--- src/rtl/load_sequencer_if.sv ---
// load_sequencer_if: request, memory-read and result signals of the load sequencer.
interface load_sequencer_if;
  logic req_valid_i;
  logic req_ready_o;
  logic [31:0] req_addr_i;
  logic [2:0] width_src_i;
  logic flush_i;
  logic mem_req_o;
  logic [31:0] mem_addr_o;
  logic mem_ack_i;
  logic [31:0] mem_rdata_i;
  logic result_valid_o;
  logic [31:0] result_o;
  logic fault_o;
  modport slave (
    input req_valid_i, req_addr_i, width_src_i, flush_i, mem_ack_i, mem_rdata_i,
    output req_ready_o, mem_req_o, mem_addr_o, result_valid_o, result_o, fault_o
  );
  modport master (
    output req_valid_i, req_addr_i, width_src_i, flush_i, mem_ack_i, mem_rdata_i,
    input req_ready_o, mem_req_o, mem_addr_o, result_valid_o, result_o, fault_o
  );
endinterface

--- src/rtl/load_sequencer.sv ---
// load_sequencer: issues one or two word reads per load, merges and extends the result.
// Define MISALIGNED_SPLIT_EN to fetch misaligned loads as two words; otherwise they fault.
module load_sequencer (
  input logic clk_i,
  input logic reset_n_i,
  load_sequencer_if.slave bus
);
  typedef enum logic [1:0] {IDLE, RD0, RD1, DONE} state_t;
  state_t state, state_nx;
  logic ready, fault, kill, accept, bad, killed, mem_busy;
  logic [1:0] off;
  logic [2:0] width;
  logic [31:0] addr, lo, result, merged, ext;
  logic [63:0] wide, shifted;
  function automatic logic is_split(input logic [2:0] w, input logic [1:0] o);
    return (w[1:0] == 2'b00 && o != 2'd0) || (w[1:0] == 2'b10 && o == 2'd3);
  endfunction
  always_comb begin
    accept = bus.req_valid_i & ready;
    killed = kill | bus.flush_i;
    mem_busy = state == RD0 || state == RD1;
`ifdef MISALIGNED_SPLIT_EN
    bad = !(bus.width_src_i inside {3'b000, 3'b010, 3'b110, 3'b001, 3'b101});
`else
    bad = !(bus.width_src_i inside {3'b000, 3'b010, 3'b110, 3'b001, 3'b101}) ||
          is_split(bus.width_src_i, bus.req_addr_i[1:0]);
`endif
    // the final beat's data is used straight off the bus so the result is registered on the ack edge
    wide = state == RD1 ? {bus.mem_rdata_i, lo} : {32'd0, bus.mem_rdata_i};
    shifted = wide >> {off, 3'b000};
    merged = shifted[31:0];
    ext = width[1:0] == 2'b01 ? {{24{~width[2] & merged[7]}}, merged[7:0]} :
          width[1:0] == 2'b10 ? {{16{~width[2] & merged[15]}}, merged[15:0]} : merged;
    state_nx = state;
    case (state)
      IDLE: state_nx = accept && !bad ? RD0 : IDLE;
`ifdef MISALIGNED_SPLIT_EN
      RD0: state_nx = !bus.mem_ack_i ? RD0 : killed ? IDLE : is_split(width, off) ? RD1 : DONE;
      RD1: state_nx = !bus.mem_ack_i ? RD1 : killed ? IDLE : DONE;
`else
      RD0: state_nx = !bus.mem_ack_i ? RD0 : killed ? IDLE : DONE;
      RD1: state_nx = IDLE;
`endif
      DONE: state_nx = IDLE;
    endcase
  end
  always_ff @(posedge clk_i) begin
    if (!reset_n_i) begin
      state <= IDLE;
      ready <= 1'b0;
      fault <= 1'b0;
      kill <= 1'b0;
      off <= '0;
      width <= '0;
      addr <= '0;
      lo <= '0;
      result <= '0;
    end else begin
      state <= state_nx;
      ready <= state_nx == IDLE;
      fault <= accept && bad;
      kill <= mem_busy && state_nx == state && killed;
      if (accept) begin
        addr <= {bus.req_addr_i[31:2], 2'b00};
        off <= bus.req_addr_i[1:0];
        width <= bus.width_src_i;
      end
      if (state == RD0 && bus.mem_ack_i) lo <= bus.mem_rdata_i;
      if (state == RD0 && state_nx == RD1) addr <= addr + 32'd4;
      if (state_nx == DONE) result <= ext;
    end
  end
  assign bus.req_ready_o = ready;
  assign bus.mem_req_o = mem_busy;
  assign bus.mem_addr_o = addr;
  assign bus.result_valid_o = state == DONE;
  assign bus.result_o = result;
  assign bus.fault_o = fault;
endmodule
--- src/flat_wrapper.sv ---
// flat-port wrapper written by rule: the top's interface ports become plain ports
module load_sequencer_flat 
  (clk_i, reset_n_i, bus_req_valid_i, bus_req_addr_i, bus_width_src_i, bus_flush_i, bus_mem_ack_i, bus_mem_rdata_i, bus_req_ready_o, bus_mem_req_o, bus_mem_addr_o, bus_result_valid_o, bus_result_o, bus_fault_o);
  load_sequencer_if bus_i ();
  input logic clk_i;
  input logic reset_n_i;
  input wire logic [$bits(bus_i.req_valid_i)-1:0] bus_req_valid_i;
  input wire logic [$bits(bus_i.req_addr_i)-1:0] bus_req_addr_i;
  input wire logic [$bits(bus_i.width_src_i)-1:0] bus_width_src_i;
  input wire logic [$bits(bus_i.flush_i)-1:0] bus_flush_i;
  input wire logic [$bits(bus_i.mem_ack_i)-1:0] bus_mem_ack_i;
  input wire logic [$bits(bus_i.mem_rdata_i)-1:0] bus_mem_rdata_i;
  output wire logic [$bits(bus_i.req_ready_o)-1:0] bus_req_ready_o;
  output wire logic [$bits(bus_i.mem_req_o)-1:0] bus_mem_req_o;
  output wire logic [$bits(bus_i.mem_addr_o)-1:0] bus_mem_addr_o;
  output wire logic [$bits(bus_i.result_valid_o)-1:0] bus_result_valid_o;
  output wire logic [$bits(bus_i.result_o)-1:0] bus_result_o;
  output wire logic [$bits(bus_i.fault_o)-1:0] bus_fault_o;
  assign bus_i.req_valid_i = bus_req_valid_i;
  assign bus_i.req_addr_i = bus_req_addr_i;
  assign bus_i.width_src_i = bus_width_src_i;
  assign bus_i.flush_i = bus_flush_i;
  assign bus_i.mem_ack_i = bus_mem_ack_i;
  assign bus_i.mem_rdata_i = bus_mem_rdata_i;
  assign bus_req_ready_o = bus_i.req_ready_o;
  assign bus_mem_req_o = bus_i.mem_req_o;
  assign bus_mem_addr_o = bus_i.mem_addr_o;
  assign bus_result_valid_o = bus_i.result_valid_o;
  assign bus_result_o = bus_i.result_o;
  assign bus_fault_o = bus_i.fault_o;
  load_sequencer u_core (.clk_i(clk_i), .reset_n_i(reset_n_i), .bus(bus_i));
endmodule
--- config.mk ---
export PLATFORM = sky130hd
export DESIGN_NAME = load_sequencer_flat
export DESIGN_NICKNAME = d
export VERILOG_FILES = /design/src/rtl/load_sequencer_if.sv /design/src/rtl/load_sequencer.sv /design/src/flat_wrapper.sv
export SDC_FILE = /design/constraint.sdc
export NUM_CORES = 1
export LEC_CHECK = 0
export ABC_AREA = 1
export BUFFER_PORTS_ARGS = -buffer_cell sky130_fd_sc_hd__buf_2
export CAP_MARGIN = 10
export CORE_ASPECT_RATIO = 0.9
export CORE_MARGIN = 2
export CORE_UTILIZATION = 50
export DETAILED_ROUTE_END_ITERATION = 10
export PLACE_DENSITY = 0.79
export SLEW_MARGIN = 20
export SYNTH_ARGS = -nofsm -noshare
export SYNTH_HDL_FRONTEND = slang
export SYNTH_SLANG_ARGS = --single-unit
--- constraint.sdc ---
create_clock -name clk_i -period 2.85 [get_ports clk_i]
set_input_delay 0.285 -clock clk_i [delete_from_list [all_inputs] [get_ports clk_i]]
set_output_delay 0.285 -clock clk_i [all_outputs]
set_load 0.02 [all_outputs]
==> results.sh <==
export IMPL_die_area_um2=11800
export IMPL_first_pass_iters=5
export IMPL_dp_hpwl_mm=11.0
export IMPL_final_setup_tns_ns=0
export IMPL_pre_cts_slack_ns=0.758
export IMPL_yosys_warnings=0
export IMPL_synth_area_top_cells="dfxtp_1, nand2_1, nand3_1"
export IMPL_clock_skew_final_ns=0.0101
export IMPL_via_per_inst=5.45
export IMPL_portBuffers=137
export IMPL_worst_endpoint_required_ns=3.10
export IMPL_die_h_um=103
export IMPL_nNetsFinal=1004
export IMPL_num_io_pins=140
export IMPL_synth_seq_area_share_pct=38.1
export IMPL_worstSetupEndpointType="flip-flop"
export IMPL_yosysUniqueCellTypes=30
export IMPL_path_max_fanout=69
export IMPL_drive_above_1_share_pct=21.0
export IMPL_tritoncts="yes"
export IMPL_syn_avg_cell_area_um2=6.61
export IMPL_power_density_nw_per_um2=515
export IMPL_hold_class="in -> reg"
export IMPL_multiInputGateArea_um2=2850
export IMPL_timing_final_max_slew_violations=0
export IMPL_synthFlopType="dfxtp_1"
export IMPL_rsz0062_at_grt="false"
export IMPL_drtIter0Drc=552
export IMPL_grt_pass1_vias=4855
export IMPL_ys_ff_latch=104
export IMPL_hold_ws_ns=0.163
export IMPL_cts_made_buffers=9
export IMPL_min_period_over_period_pct=75.3
export IMPL_yosysTopAreaCellShare_pct=38.1
export IMPL_synth_largest_area_cell="dfxtp_1"
export IMPL_maxCapViolations=0
export IMPL_startpoint_type="flip-flop"
export IMPL_setup_viol=0
export IMPL_relSlewSlack_pct=46.1
export IMPL_postCtsHoldBufs=0
export IMPL_grtUsageTotal_pct=25.8
export IMPL_initial_utilization_pct=51.0
export IMPL_worstMarginPinSlew_ns=0.805
export IMPL_finalCriticalPeriod_ns=2.14
export IMPL_post_cts_buffers=0
export IMPL_clk_latency_ns=0.35
export IMPL_fmax_mhz=466
export IMPL_grt_first_pass_wirelength_mm=24.0
export IMPL_root_buffer="clkbuf_16"
export IMPL_clock_path_buffers=2
export IMPL_ff_latch_area_um2=2080
export IMPL_ctsResizeCount=0
export IMPL_hold_viol=0
export IMPL_critPathKind="reg -> reg"
export IMPL_diodes=0
export IMPL_detail_route_antenna_nets=0
export IMPL_syn_area_um2=5460
export IMPL_routed_wl_mm=15.6
export IMPL_synth_edf_count=0
export IMPL_die_w_um=114
export IMPL_setup_slack_ns=0.705
export IMPL_htree_num_levels=3
export IMPL_cts_sinks=104
export IMPL_routabilityCongestion=0.926
export IMPL_drc=0
export IMPL_core_area_um2=10700
export IMPL_area_delta_synth_final_pct=17.1
export IMPL_status="complete, no violations"
export IMPL_grt_max_degree=70
export IMPL_via_count=5808
export IMPL_critPathArrivalTime_ns=2.39
export IMPL_std_cell_rows=36
export IMPL_wl_per_cell_um=14.6
export IMPL_ir_drop_v=0.000456
export IMPL_fillers=1078
export IMPL_grt_overflow_total=0
export IMPL_clk_pin_slew_ns=0.08
export IMPL_async_flop_share_pct=0
export IMPL_leakage_nw=3.12
export IMPL_synthCells=826
export IMPL_antenna_found_initial=0
metrics by stage:
step | std cells | power, W | area, um^2 | utilization, %
after floorplan | 827 | 0.00190 | 5470 | -
after global placement | 1050 | 0.00206 | 6080 | 56.7
after detailed placement | 1050 | 0.00207 | 6080 | 56.7
after CTS | 1066 | 0.00331 | 6400 | 59.7
after global routing | 1066 | 0.00344 | 6400 | 59.7
final | 1066 | 0.00329 | 6400 | 59.7
metal layers:
metal	part of all wire (%)	vias up	routed length, um	global-route usage, %
li1	-	2885	-	-
met1	44	2608	6940	36.8
met2	44	281	6890	39.2
met3	9.3	34	1460	5.24
met4	2.0	0	316	8.35
met5	0	-	0	0
cells in the final DEF (no fill, tap or decap), types with 6 or more instances in the layout:
cell type    n
a21oi_1     50
a21oi_2     11
buf_2      137
buf_4       13
clkbuf_16    9
dfxtp_1    104
inv_1       38
nand2_1    246
nand2_2      6
nand3_1    118
nand3_2      6
nor2_1      83
o211ai_1    11
o21ai_0     69
layout make-up:
| class | count | area share [%] |
|---|---|---|
| Clock inverter | 7 | 1.41 |
| Tap cell | 133 | 2.60 |
| Clock buffer | 9 | 3.52 |
| Sequential cell | 104 | 32.5 |
| Inverter | 43 | 2.60 |
| Multi-Input combinational cell | 618 | 44.5 |
| Timing Repair Buffer | 152 | 12.9 |
synth_stat cells (2+ instances only):
master / instances
nand3_1: 118
o211ai_1: 11
nand2_2: 6
buf_4: 10
clkbuf_1: 29
dfxtp_1: 104
a21oi_1: 50
buf_2: 10
clkinv_1: 2
o21ai_0: 69
inv_1: 38
nand3_2: 6
nor2_1: 83
nand2_1: 246
o21ai_1: 2
or2_0: 4
inv_4: 2
buf_6: 11
a21oi_2: 11
ha_1: 4
kinds of logic after synthesis:
logic type      share of synthesized area, %
fa+ha+maj                              0.916
simple gates                            36.2
compound gates                          14.8
other cells                           0.0686
flops                                   38.1
buf+inv                                 9.94
where the power goes:
group	switching, W	internal (W)	total, W	leakage [nW]
Sequential	0.0000257	0.00149	0.00152	0.843
Combinational	0.000349	0.000177	0.000526	2.13
Clock	0.000623	0.000627	0.00125	0.147
Total	0.000999	0.00230	0.00329	3.12
state kept, by name, indices dropped and copies added, names as in the netlist:
name                    cells
u_core.width                3
u_core.bus.req_ready_o      1
u_core.state                2
u_core.bus.fault_o          1
u_core.bus.result_o        32
u_core.kill                 1
u_core.bus.mem_addr_o      30
u_core.lo                  32
u_core.off                  2
final timing paths:
| kind | from | cells after the start | slack, ns | end |
|---|---|---|---|---|
| setup / recovery | u_core.state[0] | 10 | 0.71 | u_core.bus.result_o[20] |
| hold / removal | bus_req_addr_i[10] | 3 | 0.16 | u_core.bus.mem_addr_o[10] |
| setup reg to reg | u_core.state[0] | 10 | 0.71 | u_core.bus.result_o[20] |
| hold reg to reg | u_core.bus.result_o[6] | 2 | 0.46 | u_core.bus.result_o[6] |
critical path, stage by stage, from the launching register on:
cell	delay [ns]
dfxtp_1	0.37
inv_1	0.09
ha_2	0.23
buf_12	0.20
nand2_1	0.15
nand3_2	0.10
nand3_2	0.08
nand2_2	0.09
a21oi_2	0.39
buf_12	0.22
a21oi_1	0.07
(Power assumes the default switching activity.)
